===== src/rtl/instr_buffer.sv =====
// Circular instruction queue between fetch and decode: up to two pushes and
// two pops per cycle, head entries presented in program order.
module instr_buffer #(
    parameter int DEPTH = 8
) (
    input  logic                       clk,
    input  logic                       rst,
    input  logic                       flush,
    input  logic [1:0]                 fetch_valid,
    input  logic [63:0]                fetch_pc,
    input  logic [63:0]                fetch_inst,
    input  logic [1:0]                 fetch_excp,
    output logic                       fetch_ready,
    output logic [1:0]                 dec_valid,
    output logic [63:0]                dec_pc,
    output logic [63:0]                dec_inst,
    output logic [1:0]                 dec_excp,
    input  logic [1:0]                 dec_pop,
    output logic [$clog2(DEPTH):0]     count
);
    localparam int AW = $clog2(DEPTH);
    localparam int CW = AW + 1;

    // Handshake: a fetch slot transfers when its fetch_valid bit is set and
    // fetch_ready is high; a decode slot transfers when dec_pop and dec_valid
    // are both set, with slot 1 only transferring alongside slot 0.

    logic [31:0] pc_mem   [DEPTH];
    logic [31:0] inst_mem [DEPTH];
    logic        excp_mem [DEPTH];

    logic [AW-1:0] head, tail;
    logic [AW-1:0] head_p1, tail_p1;
    logic [1:0]    push_n, pop_n;
    logic [CW-1:0] count_next;
    logic [31:0]   first_pc, first_inst;
    logic          first_excp;
    logic          pop0;

    assign head_p1 = head + AW'(1);
    assign tail_p1 = tail + AW'(1);

    // Ready comes from the registered count only, so decode stalls never
    // reach back into fetch combinationally.
    assign fetch_ready = (count <= CW'(DEPTH - 2));

    assign dec_valid[0] = (count != '0);
    assign dec_valid[1] = (count >= CW'(2));

    always_comb begin
        push_n = 2'd0;
        if (fetch_ready) begin
            push_n = {1'b0, fetch_valid[0]} + {1'b0, fetch_valid[1]};
        end
    end

    assign pop0  = dec_pop[0] & dec_valid[0];
    assign pop_n = {1'b0, pop0} + {1'b0, pop0 & dec_pop[1] & dec_valid[1]};

    assign count_next = count + CW'(push_n) - CW'(pop_n);

    // Compaction: the oldest valid fetch slot always lands at tail.
    always_comb begin
        first_pc   = fetch_pc[31:0];
        first_inst = fetch_inst[31:0];
        first_excp = fetch_excp[0];
        if (!fetch_valid[0]) begin
            first_pc   = fetch_pc[63:32];
            first_inst = fetch_inst[63:32];
            first_excp = fetch_excp[1];
        end
    end

    always_ff @(posedge clk) begin
        if (rst || flush) begin
            head  <= '0;
            tail  <= '0;
            count <= '0;
        end else begin
            head  <= head + AW'(pop_n);
            tail  <= tail + AW'(push_n);
            count <= count_next;
        end
    end

    // Storage is never cleared; only pointers and count define validity.
    always_ff @(posedge clk) begin
        if (!rst && !flush) begin
            if (push_n != 2'd0) begin
                pc_mem[tail]   <= first_pc;
                inst_mem[tail] <= first_inst;
                excp_mem[tail] <= first_excp;
            end
            if (push_n == 2'd2) begin
                pc_mem[tail_p1]   <= fetch_pc[63:32];
                inst_mem[tail_p1] <= fetch_inst[63:32];
                excp_mem[tail_p1] <= fetch_excp[1];
            end
        end
    end

    always_comb begin
        dec_pc   = '0;
        dec_inst = '0;
        dec_excp = '0;
        if (dec_valid[0]) begin
            dec_pc[31:0]   = pc_mem[head];
            dec_inst[31:0] = inst_mem[head];
            dec_excp[0]    = excp_mem[head];
        end
        if (dec_valid[1]) begin
            dec_pc[63:32]   = pc_mem[head_p1];
            dec_inst[63:32] = inst_mem[head_p1];
            dec_excp[1]     = excp_mem[head_p1];
        end
    end

endmodule


===== config.mk =====
export PLATFORM = sky130hd
export DESIGN_NAME = instr_buffer
export DESIGN_NICKNAME = d
export VERILOG_FILES = /design/src/rtl/instr_buffer.sv
export SDC_FILE = /design/constraint.sdc
export NUM_CORES = 1
export LEC_CHECK = 0
export CORE_UTILIZATION = 35
export CTS_BUF_LIST = sky130_fd_sc_hd__clkbuf_8
export CTS_CLUSTER_DIAMETER = 50
export CTS_CLUSTER_SIZE = 10
export DETAILED_ROUTE_END_ITERATION = 8
export DONT_BUFFER_PORTS = 1
export PLACE_DENSITY = 0.56
export SLEW_MARGIN = 10
export SYNTH_ARGS = -nofsm -noshare
export SYNTH_HDL_FRONTEND = slang
export SYNTH_SLANG_ARGS = --single-unit

===== constraint.sdc =====
create_clock -name clk -period 8.7 [get_ports clk]
set_clock_uncertainty 0.1 [all_clocks]
set_input_delay 0.435 -clock clk [delete_from_list [all_inputs] [get_ports clk]]
set_output_delay 0.435 -clock clk [all_outputs]
set_load 0.05 [all_outputs]

After elaboration in Yosys (flattened, before gate mapping)
Memory sizes are Yosys's and may differ from the RTL's. A register that Yosys moved wholly into a read port is not among the register bits. Index checks and enable logic that the tools add are counted.

Flip-flop bits (word level): 10. RAM bits: 520. Memories kept: 3. Word-level logic and storage cells: 45.

Reductions and logical operators: 6. Multiplexer cells: 19. Equality and inequality tests: 1. Bitwise gates (word level): 3. $add $sub $neg: 8. $lt $le $gt $ge: 2.

Memory list: inst_mem (depth 8, bits a word 32, read ports 2, clocked after Yosys merged registers in 1, write ports 2, line 29) `logic [31:0] inst_mem [DEPTH];`; pc_mem (depth 8, bits a word 32, read ports 2, clocked after Yosys merged registers in 1, write ports 2, line 28) `logic [31:0] pc_mem [DEPTH];`; excp_mem (depth 8, bits a word 1, read ports 2, clocked after Yosys merged registers in 1, write ports 2, line 30) `logic excp_mem [DEPTH];`.

Operators with widths (count): two-way mux 32 bit (6); two-way mux 1 bit (9); two-way mux 3 bit (3); adder 3 x 1 -> 3 bit (second input constant) (2); adder 3 x 2 -> 3 bit (2); adder 1 x 1 -> 2 bit (2); adder 4 x 2 -> 4 bit (1); >= comparator 4 x 2 -> 1 bit (second input constant) (1); less-or-equal comparator 4 x 3 -> 1 bit (second input constant) (1); nonzero test 4 bit (1); subtractor 4 x 2 -> 4 bit (1); AND 1 bit (3); == test 2 bit (second input constant) (1); zero test 1 bit (2); two-way mux 2 bit (1); nonzero test 2 bit (1); logical AND 1 bit (1); logical OR 1 bit (1).

Depth between registers and ports, before layout
Gate-level depths: netlist of run 1.

Word-level depth: 7. Depth in mapped cells: 16. Mapped depth without buffers: 14.

Least setup slack after synthesis of run 1
Ideal clock, no wire load.

Path kind: reg2reg. Start point: reg count[3]. End point: mem excp_mem[4], enable pin. Arrival time: 6.325 ns. Period minus slack after synthesis: 7.003 ns. Cell stages (with the launch flop): 8. Required time: 8.022 ns. Slack: 1.697 ns. Library setup time: 0.578 ns. Path buffers: 1. Cells stage by stage: dfxtp_1 inv_1 ha_1 nand2_1 mux2i_1 buf_4 nand3b_1 o21ai_0.

RTL lines: start, declared (line 19) `output logic [$clog2(DEPTH):0] count`; start signal, assigned (line 82) `count <= count_next;`; end, declared (line 30).

Worst setup path in the final report of run 1
Start point: reg head[0]. End point: out dec_inst[33].

Word-level cells in the longest chain between the ends: 3.

Ends and longest elaborated chain: start, declared (line 32) `logic [AW-1:0] head, tail;`; start signal, assigned (line 80) `head <= head + AW'(pop_n);`; adder 3 x 1 -> 3 bit (line 40) `assign head_p1 = head + AW'(1);`; memory read (8 x 32 bit); two-way mux 32 bit (line 111) `if (dec_valid[1]) begin`; end, declared (line 16) `output logic [63:0] dec_inst,`.

No other way between the ends.

==> flow_summary_export.csv, run 1 <==
group,metric,value,unit
outcome,outcome,"completed",
finish,multi_input_area,15000,sq um
global_routing,grt_util_all_layers,23.1,%
drt,vias,21600,
sta,rsz0062_at_grt,"false",
setup_path,r2r_end,"count[3]",
setup_path,crit_slowest_cell,"buf_4",
cts,cts.repair.resized,0,
die,fp.dieW,302,microns
yosys,ys_types,35,
yosys,synth.most_common_cell,"mux2_2",
sta,max_freq,183,MHz
hold_path,hold_start,"fetch_pc[51]",
cts,cts_setup_buffers,0,
cts,hold_buffers,67,
yosys,synth_edf_count,520,
hold_path,whs_path_depth,2,
die,die_h,302,microns
sta,setup_violations,0,
setup_path,critPathMaxStageDelay,950,ps
sta,worst_slack,3230,ps
placement,portBuffers,0,
setup_path,reg2reg_from,"count[2]",
setup_path,path_class,"register to primary output",
setup_path,path_buf_inv,2,
setup_path,cp-start-kind,"register",
drt,antenna_left,0,
drt,vias_per_cell,5.80,
global_routing,grt_pass1_wl,153,mm
yosys,netlist_area,31600,sq um
cts,clockBufferDepth,3,
yosys,yosysTopAreaCellShare,49.5,%
job,cap_violations,0,
power,p_leak,11.7,nW
sta,hold_viol_final,0,
drt,drt-wirelength-per-cell,28.6,microns
setup_path,cp.required,8170,ps
finish,syn_to_final_growth,10.5,%
setup_path,r2r_slack,3790,ps
cts,cts.clk_slew.worst_paths,70,ps
yosys,seq_area_frac_synth,50.1,%
setup_path,cpLargestDelayFamily,"buffers and inverters",
placement,place_ws,3700,ps
drt,firstDrtPassIters,5,
cts,cts_root_buffer,"clkbuf_8",
finish,final_area,34900,sq um
setup_path,critPathLaunch,"head[0]",
die,dieArea,91400,sq um
yosys,yosys.area.top_type,"edfxtp_1",
finish,num-nets-final,2659,
die,io_pins,274,
die,std_cell_rows,109,
sta,min_period_over_period,62.9,%
global_routing,grt_max_degree,132,
hold_path,min_to,"pc_mem[5][19]",
yosys,synth-main-ff-cell,"edfxtp_1",
yosys,synthTopCellsByCount,"mux2_2, nand2_1, edfxtp_1",
global_routing,gr-total-overflow,0,
yosys,syn_nets,2661,
sta,period_needed,5470,ps
yosys,async_flop_share,0,%
finish,final-seq-area,15800,sq um
finish,drive_gt1_share,34.0,%
setup_path,crit_arrival,4940,ps
setup_path,crit_chain,"buf_4 > or3b_4 > buf_4 > a21oi_1 > or4_1",
yosys,syn_inst,2508,
power,powerDensity,244,nW/um^2
hold_path,min_path_type,"input pin to register",
global_routing,grt_pass1_vias,22700,
placement,place_congestion,0.799,
sta,tightest_slew,1260,ps
sta,max-slew-margin-rel,15.9,%
setup_path,endpoint_kind,"primary output",
die,coreArea,88800,sq um
power,vdd_drop_max,0.212,mV
setup_path,rr_worst_depth,14,
yosys,synth.area.top_cells,"edfxtp_1, mux2_2, mux4_2",
drt,drt_iter0_drc,1969,
cts,cts_tree,"built",
setup_path,cp.depth,5,
cts,htreeDepth,3,
yosys,ys_ff_latch,530,
cts,clock-sinks,530,
placement,dp.cells,3525,
setup_path,critical_path.most_common_cell,"buf_4",
yosys,avgSynthCellArea,12.6,sq um
setup_path,critPathMaxFanout,43,
sta,setup_tns,0,ps
placement,place_area,32700,sq um
finish,finalNonFillerCells,3725,
cts,numCtsBuffers,77,
placement,dp.final_hpwl,59.9,mm
global_routing,antenna_found_initial,11,
cts,clock_latency,680,ps
finish,nFillCells,8312,
yosys,yosysWarnings,0,
sta,slew_violations,0,
die,start_util,35.5,%
drt,drc,0,
drt,wirelength,107,mm
==> kinds of logic after synthesis <==
group,synth area share [%]
xor+xnor,0.222
simple gates,9.34
buf+inv,3.06
mux,32.2
fa+ha+maj,0.730
compound gates,4.29
flops,50.1
==> flip-flops by register name, indices dropped and copies added, names as in the netlist <==
signal    cells
inst_mem    256
count         4
head          3
excp_mem      8
pc_mem      256
tail          3
==> through the flow <==
stage,utilization (%),total power [mW],hold WS (ps)
6_report,39.3,8.51,103
5_1_grt,39.3,8.80,71.3
4_1_cts,39.3,8.58,29.6
3_5_place_dp,36.8,6.45,522
3_3_place_gp,36.8,6.43,521
2_1_floorplan,-,5.68,470
==> per-layer routing <==
layer | routed length, microns | vias up | share of wire, % | track usage, %
met5 | 112 | - | 0.11 | 0
met3 | 8340 | 227 | 7.8 | 4.73
li1 | - | 9438 | - | -
met2 | 51800 | 980 | 49 | 38.9
met4 | 3700 | 16 | 3.5 | 8.83
met1 | 42500 | 11000 | 40 | 29.0
==> placed cells by master (no fill, tap or decap), types with 2 or more instances in the layout <==
cell type and count:
clkinv_1 13, mux4_2 130, clkinv_2 11, nand2_1 525, inv_1 18, buf_4 46
xnor2_1 4, inv_6 3, buf_12 2, or4_1 65, nand3_4 5, or3_1 2
diode_2 3, clkinvlp_4 10, edfxtp_1 520, mux2_1 28, xor2_1 2, nor2_1 75
a21oi_1 261, nand3_1 2, mux2_2 557, clkbuf_8 78, nand3b_1 3, o21ai_4 8
mux2i_1 65, dfxtp_1 7, ha_1 12, fa_1 4, nand4_1 4, dfxtp_4 3
and2_1 6, dlygate4sd3_1 67, bufinv_16 6
==> how the worst max path moves through the flow <==
| stage | end | slack (ps) |
|---|---|---|
| 2_1_floorplan | excp_mem[4] | 1700 |
| 3_3_place_gp | count[3] | 3700 |
| 3_5_place_dp | count[3] | 3700 |
| 4_1_cts | dec_pc[39] | 3170 |
| 5_1_grt | dec_pc[42] | 2990 |
| 6_report | dec_inst[33] | 3230 |
==> final cells by class <==
| cell class | instances | share of cell area, % |
|---|---|---|
| Multi-Input combinational cell | 1771 | 42.9 |
| Clock inverter | 52 | 1.24 |
| Antenna cell | 3 | 0.0215 |
| Inverter | 11 | 0.118 |
| Sequential cell | 530 | 45.4 |
| Tap cell | 1165 | 4.18 |
| Clock buffer | 78 | 3.08 |
| Timing Repair Buffer | 115 | 3.03 |
==> report_power, final <==
group / internal [mW] / switching, mW
registers: 2.89 / 0.0893
logic: 0.633 / 2.81
clock network: 1.03 / 1.05
Power figures use the tool's default switching activity.
==> inputs of run 2 (changes only) <==
- ABC_AREA: default -> 1
- PLACE_DENSITY: 0.56 -> 0.58
- clock period: 8.7 -> 4.6 ns (I/O delays scaled with it)
==> run 2 against run 1 <==
Net effect: sequential power increased by 88%; wire length increased by 40%; cell count increased by 81%; sequential share of layout area decreased by 7.8 points; synthesized cell count increased by 110%; first-iteration DRC count increased by 140%; critical endpoint is now dec_excp[1]; via count increased by 70%; register-to-register slack got worse by 3100 ps; clock power increased by 120%; count of clock-buffer cells in the layout increased by 11.
==> flow_summary_export.csv, run 2 <==
group,metric,value,unit
outcome,outcome,"completed",
cts,clockBufferDepth,3,
placement,place_ws,1250,ps
global_routing,grt_pass1_vias,34000,
die,start_util,35.4,%
global_routing,antenna_found_initial,10,
setup_path,endpoint,"dec_excp[1]",
yosys,synthTopCellsByCount,"nand2_1, nand3_1, nor2_1",
yosys,synth-compound-area-share,6.36,%
setup_path,cp.required,4270,ps
setup_path,critPathMaxFanout,35,
cts,numCtsBuffers,83,
finish,num-nets-final,5447,
setup_path,reg2reg_from,"count[1]",
drt,antenna_left,0,
die,std_cell_rows,117,
sta,setup_tns,0,ps
sta,setup_violations,0,
placement,dp.final_hpwl,76.8,mm
cts,clock_latency,710,ps
power,p_total,21.0,mW
yosys,seq_area_frac_synth,43.7,%
die,dieArea,105000,sq um
job,cap_violations,0,
yosys,syn_nets,5363,
power,p_switching,10.4,mW
yosys,synth_edf_count,520,
yosys,yosys.area.top_type,"edfxtp_1",
global_routing,grt_pass1_wl,217,mm
yosys,yosysWarnings,0,
setup_path,cp-start-kind,"register",
global_routing,grt_max_degree,209,
finish,drive_gt1_share,8.20,%
sta,rsz0062_at_grt,"false",
drt,drt_iter0_drc,4710,
sta,worst_slack,643,ps
finish,reg_top3,"inst_mem (256), pc_mem (256), excp_mem (8)",
cts,cts_tree,"built",
power,powerDensity,498,nW/um^2
finish,final_area,42100,sq um
yosys,synth.most_common_cell,"nand2_1",
yosys,synth_mux_area_share,2.02,%
yosys,avgSynthCellArea,6.95,sq um
drt,firstDrtPassIters,6,
yosys,ys_types,26,
setup_path,path_class,"register to primary output",
yosys,syn_inst,5210,
cts,clock-sinks,530,
drt,wirelength,149,mm
setup_path,r2r_end,"inst_mem[2][26]",
power,switching_share,49.6,%
drt,vias_per_cell,5.46,
finish,final_common_cell,"nand2_1",
yosys,synth.area.top_cells,"edfxtp_1, nand2_1, nand3_1",
yosys,yosysTopAreaCellShare,43.1,%
power,seqPwrFrac,26.6,%
die,coreArea,102000,sq um
power,p_int,10.6,mW
placement,dp.cells,6320,
die,die_h,324,microns
finish,final_cell_mix,"nand2_1, nand3_1, nor2_1",
sta,hold_slack,69.7,ps
placement,portBuffers,0,
yosys,netlist_area,36200,sq um
yosys,synthSimpleGateAreaFrac,36.8,%
die,fp.dieW,324,microns
yosys,async_flop_share,0,%
placement,place_area,37700,sq um
power,p_comb_share,51.3,%
cts,htreeDepth,3,
drt,drc,0,
sta,slew_violations,0,
die,io_pins,274,
drt,drt-wirelength-per-cell,22.2,microns
yosys,synth_top_family_by_area,"simple AND/OR/NAND/NOR gates",
finish,nFillCells,10500,
power,vdd_drop_max,0.439,mV
cts,cts.clk_slew.worst_paths,70,ps
sta,hold_viol_final,0,
yosys,ys_ff_latch,530,
cts,cts_setup_buffers,0,
drt,vias,36700,
sta,min_period_over_period,86.0,%
setup_path,r2r_slack,660,ps
sta,max_freq,253,MHz
finish,finalNonFillerCells,6733,
finish,utilization,41.2,%
placement,place_congestion,0.799,
setup_path,endpoint_kind,"primary output",
finish,syn_to_final_growth,16.3,%
hold_path,min_path_type,"input pin to register",
cts,cts_root_buffer,"clkbuf_8",
sta,tightest_slew,1250,ps
yosys,synth_xor_area_share,0.0967,%
sta,max-slew-margin-rel,16.9,%
yosys,synth-main-ff-cell,"edfxtp_1",
power,p_leak,19.1,nW
setup_path,crit_arrival,3630,ps
global_routing,gr-total-overflow,0,
setup_path,critPathLaunch,"head[0]",
yosys,synthAdderAreaFrac,0.636,%
global_routing,grt_util_all_layers,27.7,%
setup_path,rr_worst_depth,11,
power,clockPowerShare,22.0,%
sta,period_needed,3960,ps
[run 2: cell count changes after synthesis, moves of 319 or more]
cell	previous run	this run
inv_1	11	416
nand3_1	7	861
mux2_2	557	65
nand2_1	525	1840
o21ai_0	8	327
nor2_1	76	541
[run 2: worst min path at each step]
stage | from | to | cells after the start
after floorplan | tail[2] | tail[2] | 3
after global placement | fetch_inst[42] | inst_mem[0][10] | 2
after detailed placement | fetch_pc[55] | pc_mem[2][23] | 2
after CTS | fetch_valid[1] | tail[1] | 4
after global routing | fetch_valid[1] | tail[1] | 4
final | fetch_valid[1] | tail[1] | 4
[run 2: cell families after synthesis]
logic type	after synthesis
XOR/XNOR	4
adder cells (fa/ha/maj)	16
AND/OR/NAND/NOR	3254
buffers and inverters	881
AO/OA/AOI/OAI	460
multiplexers	65
flip-flops	530
[run 2: layout make-up]
cell class              instances  area [sq um]  area share [%]
diodes                         10          25.0          0.0594
clock buffers                  89          1220            2.91
clock inverters                57           591            1.40
inverters                     422          1600            3.81
multi-input cells            3799         16800            39.9
flip-flops and latches        530         15800            37.6
well taps                    1368          1710            4.06
repair buffers                458          4320            10.2
[run 2: power by group through the flow]
stage | sequential, mW | combinational, mW | clock [mW]
2_1_floorplan | 5.67 | 7.07 | 0
3_3_place_gp | 5.69 | 10.2 | 0
3_5_place_dp | 5.70 | 10.3 | 0
4_1_cts | 5.59 | 10.6 | 4.65
5_1_grt | 5.60 | 11.4 | 4.83
6_report | 5.59 | 10.8 | 4.62
[run 2: repair_timing]
item,in CTS,in global routing
resized for setup,0,0
hold buffers,257,0
endpoints found under the hold margin,530,0
[run 2: per-layer routing]
metal | vias up | part of all wire (%) | global-route usage [%]
met5 | - | 0.013 | 0
met4 | 4 | 4.4 | 13.0
met3 | 412 | 9.8 | 4.34
met2 | 2122 | 47 | 45.6
met1 | 17200 | 39 | 35.5
li1 | 17000 | - | -
[run 2: critical path: stages (launching register included)]
cell and delay [ps]:
dfxtp_4 710, ha_4 550, buf_4 510, nand3_1 130, nand3_1 100, nand2_1 60, nor2_1 530, buf_4 320
